`config.mk`:
```
export PLATFORM = sky130hd
export DESIGN_NAME = phase_frame_rx_flat
export DESIGN_NICKNAME = d
export VERILOG_FILES = /design/src/rtl/phase_frame_rx_if.sv /design/src/rtl/phase_frame_rx.sv /design/src/flat_wrapper.sv
export SDC_FILE = /design/constraint.sdc
export NUM_CORES = 2
export LEC_CHECK = 0
export ABC_CLOCK_PERIOD_IN_PS = 41900
export CAP_MARGIN = 15
export CELL_PAD_IN_SITES_DETAIL_PLACEMENT = 0
export CELL_PAD_IN_SITES_GLOBAL_PLACEMENT = 1
export CORE_MARGIN = 3
export CORE_UTILIZATION = 40
export CTS_BUF_LIST = sky130_fd_sc_hd__clkbuf_16
export CTS_CLUSTER_SIZE = 20
export DETAILED_ROUTE_END_ITERATION = 7
export MAX_ROUTING_LAYER = met4
export PLACE_DENSITY = 0.66
export SYNTH_ARGS = -nofsm -noshare
export SYNTH_HDL_FRONTEND = slang
export SYNTH_SLANG_ARGS = --single-unit
```
`constraint.sdc`:
```
create_clock -name clk -period 41.9 [get_ports clk]
set_input_delay 6.285 -clock clk [delete_from_list [all_inputs] [get_ports clk]]
set_output_delay 6.285 -clock clk [all_outputs]
set_load 0.01 [all_outputs]
```
`src/rtl/phase_frame_rx_if.sv`:
```
// Byte-stream receive, bank-read and status signals of the phase frame receiver.
// master drives the UART byte stream, the carrier tick and the read address.
interface phase_frame_rx_if;
  logic [7:0] rx_byte;
  logic       rx_valid;
  logic       sync_tick;
  logic [5:0] rd_addr;
  logic [7:0] rd_phase;
  logic       frame_ok;
  logic       frame_err;
  logic       busy;
  logic       bank_sel;

  modport master (
    output rx_byte, rx_valid, sync_tick, rd_addr,
    input  rd_phase, frame_ok, frame_err, busy, bank_sel
  );

  modport slave (
    input  rx_byte, rx_valid, sync_tick, rd_addr,
    output rd_phase, frame_ok, frame_err, busy, bank_sel
  );
endinterface

```
`src/rtl/phase_frame_rx.sv`:
```
// Receives header/payload/checksum phase frames into a shadow bank and swaps
// it with the active bank on the carrier-period boundary after a good checksum.
module phase_frame_rx #(
  parameter logic [7:0] HEADER  = 8'hAA,
  parameter int         NCH     = 64,
  parameter int         TIMEOUT = 50000
) (
  input  logic           clk,
  input  logic           rst,
  phase_frame_rx_if.slave bus
);
  localparam int CW = (NCH > 1) ? $clog2(NCH) : 1;
  localparam int TW = $clog2(TIMEOUT + 1);

  typedef enum logic [1:0] {IDLE, PAYLOAD, CHECK, PEND} state_t;

  state_t         r_state, w_next;
  logic [CW-1:0]  r_cnt;
  logic [7:0]     r_cks;
  logic [TW-1:0]  r_timer;
  logic [7:0]     r_bank0 [NCH];
  logic [7:0]     r_bank1 [NCH];
  logic           r_bank_sel;
  logic [7:0]     r_rd_phase;
  logic           r_frame_ok;
  logic           r_frame_err;

  logic           w_hdr, w_wr, w_last, w_match, w_bad, w_tmo, w_swap, w_inframe;
  logic [CW-1:0]  w_rd_idx;

  assign w_rd_idx  = CW'(bus.rd_addr);
  assign w_inframe = (r_state == PAYLOAD) || (r_state == CHECK);

  always_ff @(posedge clk or posedge rst) begin
    if (rst) r_state <= IDLE;
    else     r_state <= w_next;
  end

  always_comb begin
    w_next  = r_state;
    w_hdr   = 1'b0;
    w_wr    = 1'b0;
    w_last  = 1'b0;
    w_match = 1'b0;
    w_bad   = 1'b0;
    w_tmo   = 1'b0;
    w_swap  = 1'b0;
    // Silence counts only while a frame is being collected, not while pending.
    if (w_inframe && !bus.rx_valid && (r_timer == TW'(TIMEOUT - 1)))
      w_tmo = 1'b1;
    unique case (r_state)
      IDLE: if (bus.rx_valid && bus.rx_byte == HEADER) begin
        w_hdr  = 1'b1;
        w_next = PAYLOAD;
      end
      PAYLOAD: begin
        w_wr   = bus.rx_valid;
        w_last = bus.rx_valid && (r_cnt == CW'(NCH - 1));
        if (w_tmo)       w_next = IDLE;
        else if (w_last) w_next = CHECK;
      end
      CHECK: begin
        w_match = bus.rx_valid && (bus.rx_byte == r_cks);
        w_bad   = bus.rx_valid && (bus.rx_byte != r_cks);
        w_swap  = w_match && bus.sync_tick;
        if (w_tmo || w_bad) w_next = IDLE;
        else if (w_match)   w_next = w_swap ? IDLE : PEND;
      end
      PEND: begin
        w_swap = bus.sync_tick;
        if (w_swap) w_next = IDLE;
      end
      default: w_next = IDLE;
    endcase
  end

  always_ff @(posedge clk or posedge rst) begin
    if (rst) begin
      r_cnt       <= '0;
      r_cks       <= '0;
      r_timer     <= '0;
      r_bank_sel  <= 1'b0;
      r_rd_phase  <= '0;
      r_frame_ok  <= 1'b0;
      r_frame_err <= 1'b0;
      for (int i = 0; i < NCH; i++) begin
        r_bank0[i] <= '0;
        r_bank1[i] <= '0;
      end
    end else begin
      r_frame_ok  <= w_swap;
      r_frame_err <= w_bad || w_tmo;
      // Read uses the pre-toggle select, so a swap shows on the next read.
      r_rd_phase  <= r_bank_sel ? r_bank1[w_rd_idx] : r_bank0[w_rd_idx];
      if (w_swap) r_bank_sel <= ~r_bank_sel;

      if (w_hdr || (w_inframe && bus.rx_valid)) r_timer <= '0;
      else if (w_inframe)                       r_timer <= r_timer + 1'b1;
      else                                      r_timer <= '0;

      if (w_hdr) begin
        r_cnt <= '0;
        r_cks <= '0;
      end else if (w_wr) begin
        r_cnt <= r_cnt + 1'b1;
        r_cks <= r_cks + bus.rx_byte;
        if (r_bank_sel) r_bank0[r_cnt] <= bus.rx_byte;
        else            r_bank1[r_cnt] <= bus.rx_byte;
      end
    end
  end

  assign bus.rd_phase  = r_rd_phase;
  assign bus.frame_ok  = r_frame_ok;
  assign bus.frame_err = r_frame_err;
  assign bus.busy      = (r_state != IDLE);
  assign bus.bank_sel  = r_bank_sel;
endmodule
```
`src/flat_wrapper.sv`:
```
// flat-port wrapper written by rule: the top's interface ports become plain ports
module phase_frame_rx_flat 
#(
  parameter logic [7:0] HEADER  = 8'hAA,
  parameter int         NCH     = 64,
  parameter int         TIMEOUT = 50000
)
  (clk, rst, bus_rx_byte, bus_rx_valid, bus_sync_tick, bus_rd_addr, bus_rd_phase, bus_frame_ok, bus_frame_err, bus_busy, bus_bank_sel);
  phase_frame_rx_if bus_i ();
  input  logic clk;
  input  logic rst;
  input wire logic [$bits(bus_i.rx_byte)-1:0] bus_rx_byte;
  input wire logic [$bits(bus_i.rx_valid)-1:0] bus_rx_valid;
  input wire logic [$bits(bus_i.sync_tick)-1:0] bus_sync_tick;
  input wire logic [$bits(bus_i.rd_addr)-1:0] bus_rd_addr;
  output wire logic [$bits(bus_i.rd_phase)-1:0] bus_rd_phase;
  output wire logic [$bits(bus_i.frame_ok)-1:0] bus_frame_ok;
  output wire logic [$bits(bus_i.frame_err)-1:0] bus_frame_err;
  output wire logic [$bits(bus_i.busy)-1:0] bus_busy;
  output wire logic [$bits(bus_i.bank_sel)-1:0] bus_bank_sel;
  assign bus_i.rx_byte = bus_rx_byte;
  assign bus_i.rx_valid = bus_rx_valid;
  assign bus_i.sync_tick = bus_sync_tick;
  assign bus_i.rd_addr = bus_rd_addr;
  assign bus_rd_phase = bus_i.rd_phase;
  assign bus_frame_ok = bus_i.frame_ok;
  assign bus_frame_err = bus_i.frame_err;
  assign bus_busy = bus_i.busy;
  assign bus_bank_sel = bus_i.bank_sel;
  phase_frame_rx #(.HEADER(HEADER), .NCH(NCH), .TIMEOUT(TIMEOUT)) u_core (.clk(clk), .rst(rst), .bus(bus_i));
endmodule
```
### Word level (Yosys, flattened, before mapping)

Index checks and enable logic that the tools add are counted.

| word-level totals | value |
|---|---|
| flip-flop bits (word level) | 1067 |
| input bits | 18 |
| output and inout port bits | 12 |

| cells by class | value |
|---|---|
| add/subtract/negate cells | 3 |
| magnitude comparators | 3 |
| equality and inequality tests | 12 |
| mux-type cells | 31 |
| bitwise operators | 4 |
| reduce and logical (&&, ||, !) cells | 20 |

Operators by type and width:

| kind | number |
|---|---|
| $bwmux 512 | 2 |
| $bmux 8 s6 | 2 |
| $mux 8 | 8 |
| $demux 8 s6 | 1 |
| $mux 16 | 2 |
| $add 16x1->16 const B | 1 |
| $eq 16x16->1 const B | 1 |
| $ge 7x7->1 const B | 2 |
| $mux 2 | 7 |
| $not 6->7 | 2 |
| $mux 6 | 2 |
| $logic_and 1x1->1 | 9 |
| $add 8x8->8 | 1 |
| $eq 8x8->1 | 1 |
| $eq 8x8->1 const B | 1 |
| $ne 8x8->1 | 1 |
| $pmux 2 s4 | 1 |
| $lt 7x1->1 const B | 1 |
| $add 6x1->6 const B | 1 |
| $eq 6x6->1 const B | 1 |
| $reduce_and 3->1 | 2 |
| $mux 1 | 5 |
| $eq 2x2->1 const B | 2 |
| $logic_or 1x1->1 | 4 |
| 11 further kinds | 13 |

### Logic depth before layout (Yosys ltp)

| depth | value |
|---|---|
| depth in word-level cells | 8 |
| gate-level depth with buffers | 10 |
| mapped depth without buffers | 9 |

### Worst setup path before layout

Ideal clock, no wire load.

| timing | value |
|---|---|
| kind | input port to flip-flop |
| start point | input bus_rd_addr[0] |
| end point | register u_core.r_rd_phase[1], in the netlist u_core.bus.rd_phase[1] |
| arrival | 8160 ps |
| required time | 41759 ps |
| path slack | 33600 ps |
| stages on the path | 8 |
| buffers on the path | 3 |
| path through | buf_2 -> buf_4 -> buf_2 -> mux4_2 -> a221oi_1 -> o22ai_1 -> nor3_1 -> o221ai_1 |

| between the ends | value |
|---|---|
| longest elaborated chain between the ends | 5 |
| elaborated cells on any way between the ends | 8 |
| classes of those cells | mux: 7; bitwise: 1 |

Ends and longest elaborated chain:

| item | line | RTL |
|---|---|---|
| start: declaration | flat_wrapper.sv:15 | `input wire logic [$bits(bus_i.rd_addr)-1:0] bus_rd_addr;` |
| $not 6->7 (implied by the code) * | phase_frame_rx.sv:94 | `r_rd_phase <= r_bank_sel ? r_bank1[w_rd_idx] : r_bank0[w_rd_idx];` |
| $bmux 8 s6 | phase_frame_rx.sv:94 |  |
| $mux 8 (implied by the code) (2 in a row) | phase_frame_rx.sv:94 |  |
| $mux 8 * | phase_frame_rx.sv:94 |  |
| end signal: assignment | phase_frame_rx.sv:94 |  |
| end: declaration | phase_frame_rx.sv:24 | `logic [7:0] r_rd_phase;` |

Every way passes the cells marked *; elsewhere a longest branch is shown, timed or not. The select of a mux whose other input is x is not followed.
A chain may end at the register's enable or synchronous reset.

==> metrics.yaml <==
first_pass_iters: 5
synth_top_family_by_area: "multiplexers"
grt_usage_pct: 20.53
worstReg2RegEnd: "u_core.r_bank1[390]"
h-tree-depth: 3
drc: 0
worst_slew_pin_slew_ps: 1225
rrSetupSlack_ps: 38170
wl_per_cell_um: 25.10
cp_data_required_time_ps: 42650
tritoncts_num_sinks: 1067
post-cts-setup-buffer-count: 0
total_leakage_power_nw: 25.93
whs_ps: 457.5
final_core_util_pct: 44.96
hold_path.class: "reg -> reg"
rsz0062_at_grt: "no"
fin_crit_sh_pct: 26.77
synth_xor_area_share_pct: 0.3958
die_w_um: 354.9
p_seq_share_pct: 47.5
pwr-share-clk_pct: 38.9
irDropWorstVdd_mv: 0.03345
cpMostUsedCell: "buf_4"
finalHoldViolCount: 0
power-per-cell-area_mw_per_mm2: 45.46
cp_max_fo: 122
p_comb_share_pct: 13.6
end_kind: "asynchronous set/reset pin"
cts_root_buffer: "clkbuf_16"
synth_fa_ha_area_share_pct: 0.3752
post_layout_nonfiller_instances: 4995
synth_cells: 3337
period_needed_ps: 11220
synth_simple_gate_area_share_pct: 3.889
drive_gt1_share_pct: 45.45
grt_pass1_vias: 30580
nets: 3316
synthToLayoutAreaGrowth_pct: 11.09
vias: 28450
cts_made_buffers: 115
tns_ps: 0
yosys_warnings: 0
port_buffers: 29
slowest_delay_ps: 920
core_mm2: 0.1203
setup.worst_path.end: "u_core.r_bank0[143]"
cp_cell_sequence: "clkdlybuf4s50_1 > inv_8 > buf_4 > buf_4 > buf_4 > buf_4 > buf_4"
postCtsResizedCells: 0
maxSlewHeadroom_pct: 18.20
dp_hpwl_mm: 77.74
cp_slowest_cell: "buf_4"
p_int_w: 0.001792
crit_start: "rst"
final_common_cell: "dfrtp_1"
synth-edff-count: 0
synthTopCellsByArea: "dfrtp_1, mux2_2, mux4_2"
avgViaCountPerCell: 5.695
setup_violations: 0
switchingPower_w: 0.0006666
syn-num-nets: 3369
drv_slew: 0
routed_wl_mm: 125.4
ys_async_sr_fraction_pct: 100.0
die_y_um: 354.9
start_util_pct: 40.47
worstSetupStartpointType: "primary input"
num_rows: 127
yosysUniqueCellTypes: 53
io_pins: 30
grt_antenna_before_repair: 1
clockBufferDepth: 3
clk_latency_ps: 710
synth_top_area_share_pct: 54.85
postCtsHoldBufs: 0
r2r_cells: 4
maxCapViolCount: 0
synth_top_area_cell: "dfrtp_1"
ys_seq_area_share_pct: 54.85
layout_common_cells: "dfrtp_1, mux2_2, mux4_2"
synth_ff_type: "dfrtp_1"
grt_pass1_wl_mm: 192.8
dp_cells: 4779
tritoncts: "yes"
cp.arrival_ps: 11960
switching_share_pct: 27.12
synth_compound_area_share_pct: 4.354
r2r-start: "u_core.r_cnt[2]"
clk_pin_slew_ps: 60
crit_type: "in -> async"
fmax_ghz: 0.08916
die-area_mm2: 0.1259
synth_seq_cells: 1067
status: "completed"
gp_congestion: 0.8368
syn_avg_cell_area_um2: 14.59
synthMuxAreaShare_pct: 33.89
overflow: 0
drt-initial-drc-count: 1914
syn-cell-area_mm2: 0.04868
fin_skew_ps: 42.37
ant_nets: 0
grt_max_degree: 160
## power groups by stage
| stage | Combinational (W) | Clock (W) | Sequential (W) |
|---|---|---|---|
| 2_1_floorplan | 0.000236 | 0 | 0.00117 |
| 3_3_place_gp | 0.000324 | 0 | 0.00118 |
| 3_5_place_dp | 0.000336 | 0 | 0.00119 |
| 4_1_cts | 0.000337 | 0.000981 | 0.00117 |
| 5_1_grt | 0.000361 | 0.00103 | 0.00118 |
| 6_report | 0.000333 | 0.000957 | 0.00117 |
## metrics by stage
step | setup slack (ps) | total power (W) | cell area, µm²
5_1_grt | 29770 | 0.002564 | 54080
6_report | 30680 | 0.002458 | 54080
4_1_cts | 30490 | 0.002485 | 54080
2_1_floorplan | 5579 | 0.001404 | 48680
3_5_place_dp | 29680 | 0.001522 | 50530
3_3_place_gp | 30060 | 0.001501 | 50510
## synth_stat cells, drive strengths merged (4+ instances only)
cell type / number
xor2: 13
o221ai: 24
xnor2: 9
mux2: 1024
nor3: 16
and3b: 4
a221o: 16
nor3b: 8
nand2: 213
inv: 15
clkbuf: 174
and3: 8
a221oi: 16
ha: 13
nor4b: 10
nor2: 56
buf: 80
nor2b: 13
nand3b: 5
mux2i: 64
a22o: 17
nor4: 4
a22oi: 81
o21ai: 100
a21oi: 27
mux4: 192
nand3: 17
dfrtp: 1067
nand2b: 6
o22ai: 24
## state kept, by name, summed over array words and instances (netlist names)
name,cells
u_core.bus.frame_ok,1
u_core.r_timer,16
u_core.r_bank1,512
u_core.r_bank0,512
u_core.r_cnt,6
u_core.r_state,2
u_core.r_cks,8
u_core.bus.bank_sel,1
u_core.bus.rd_phase,8
u_core.bus.frame_err,1
## layer usage
layer / track usage [%] / part of all wire, % / vias to the layer above / wire length [µm]
met4: 5.641 / 2.7 / 0 / 3342
met2: 32.29 / 48 / 524 / 60040
met3: 3.357 / 4.1 / 199 / 5098
li1: - / - / 12280 / -
met5: - / 0 / - / 0
met1: 27.78 / 45 / 15440 / 56880
## layout make-up
type,count,area [µm²]
inverter,15,63.81
clock inverter,100,664.4
fill,10590,66210
multi-input combinational,2001,21020
clock buffer,115,2878
tap,1612,2017
antenna,1,2.502
sequential,1067,26700
timing repair buffer,84,735.7
## worst max-delay path, delay by kind of cell
family                 cells  cell delay, ps
buffers and inverters      7            5330
## worst min-delay path by stage
| stage | slack, ps | end | cells after the start | startpoint |
|---|---|---|---|---|
| 2_1_floorplan | 430 | u_core.r_timer[0] | 1 | u_core.r_timer[0] |
| 3_3_place_gp | 440 | u_core.r_timer[0] | 1 | u_core.r_timer[0] |
| 3_5_place_dp | 450 | u_core.r_timer[0] | 1 | u_core.r_timer[0] |
| 4_1_cts | 460 | u_core.r_timer[0] | 1 | u_core.r_timer[0] |
| 5_1_grt | 490 | u_core.r_timer[0] | 1 | u_core.r_timer[0] |
| 6_report | 460 | u_core.r_timer[0] | 1 | u_core.r_timer[0] |
## cell families (layout without fill, tap and decap cells)
family / Yosys count / count (layout)
XOR/XNOR: 22 / 22
multiplexers: 1280 / 1280
adder cells (fa/ha/maj): 14 / 14
AND/OR/NAND/NOR: 372 / 372
flip-flops: 1067 / 1067
other: 0 / 1
buffers and inverters: 269 / 314
AO/OA/AOI/OAI: 313 / 313
(Power assumes the default switching activity.)
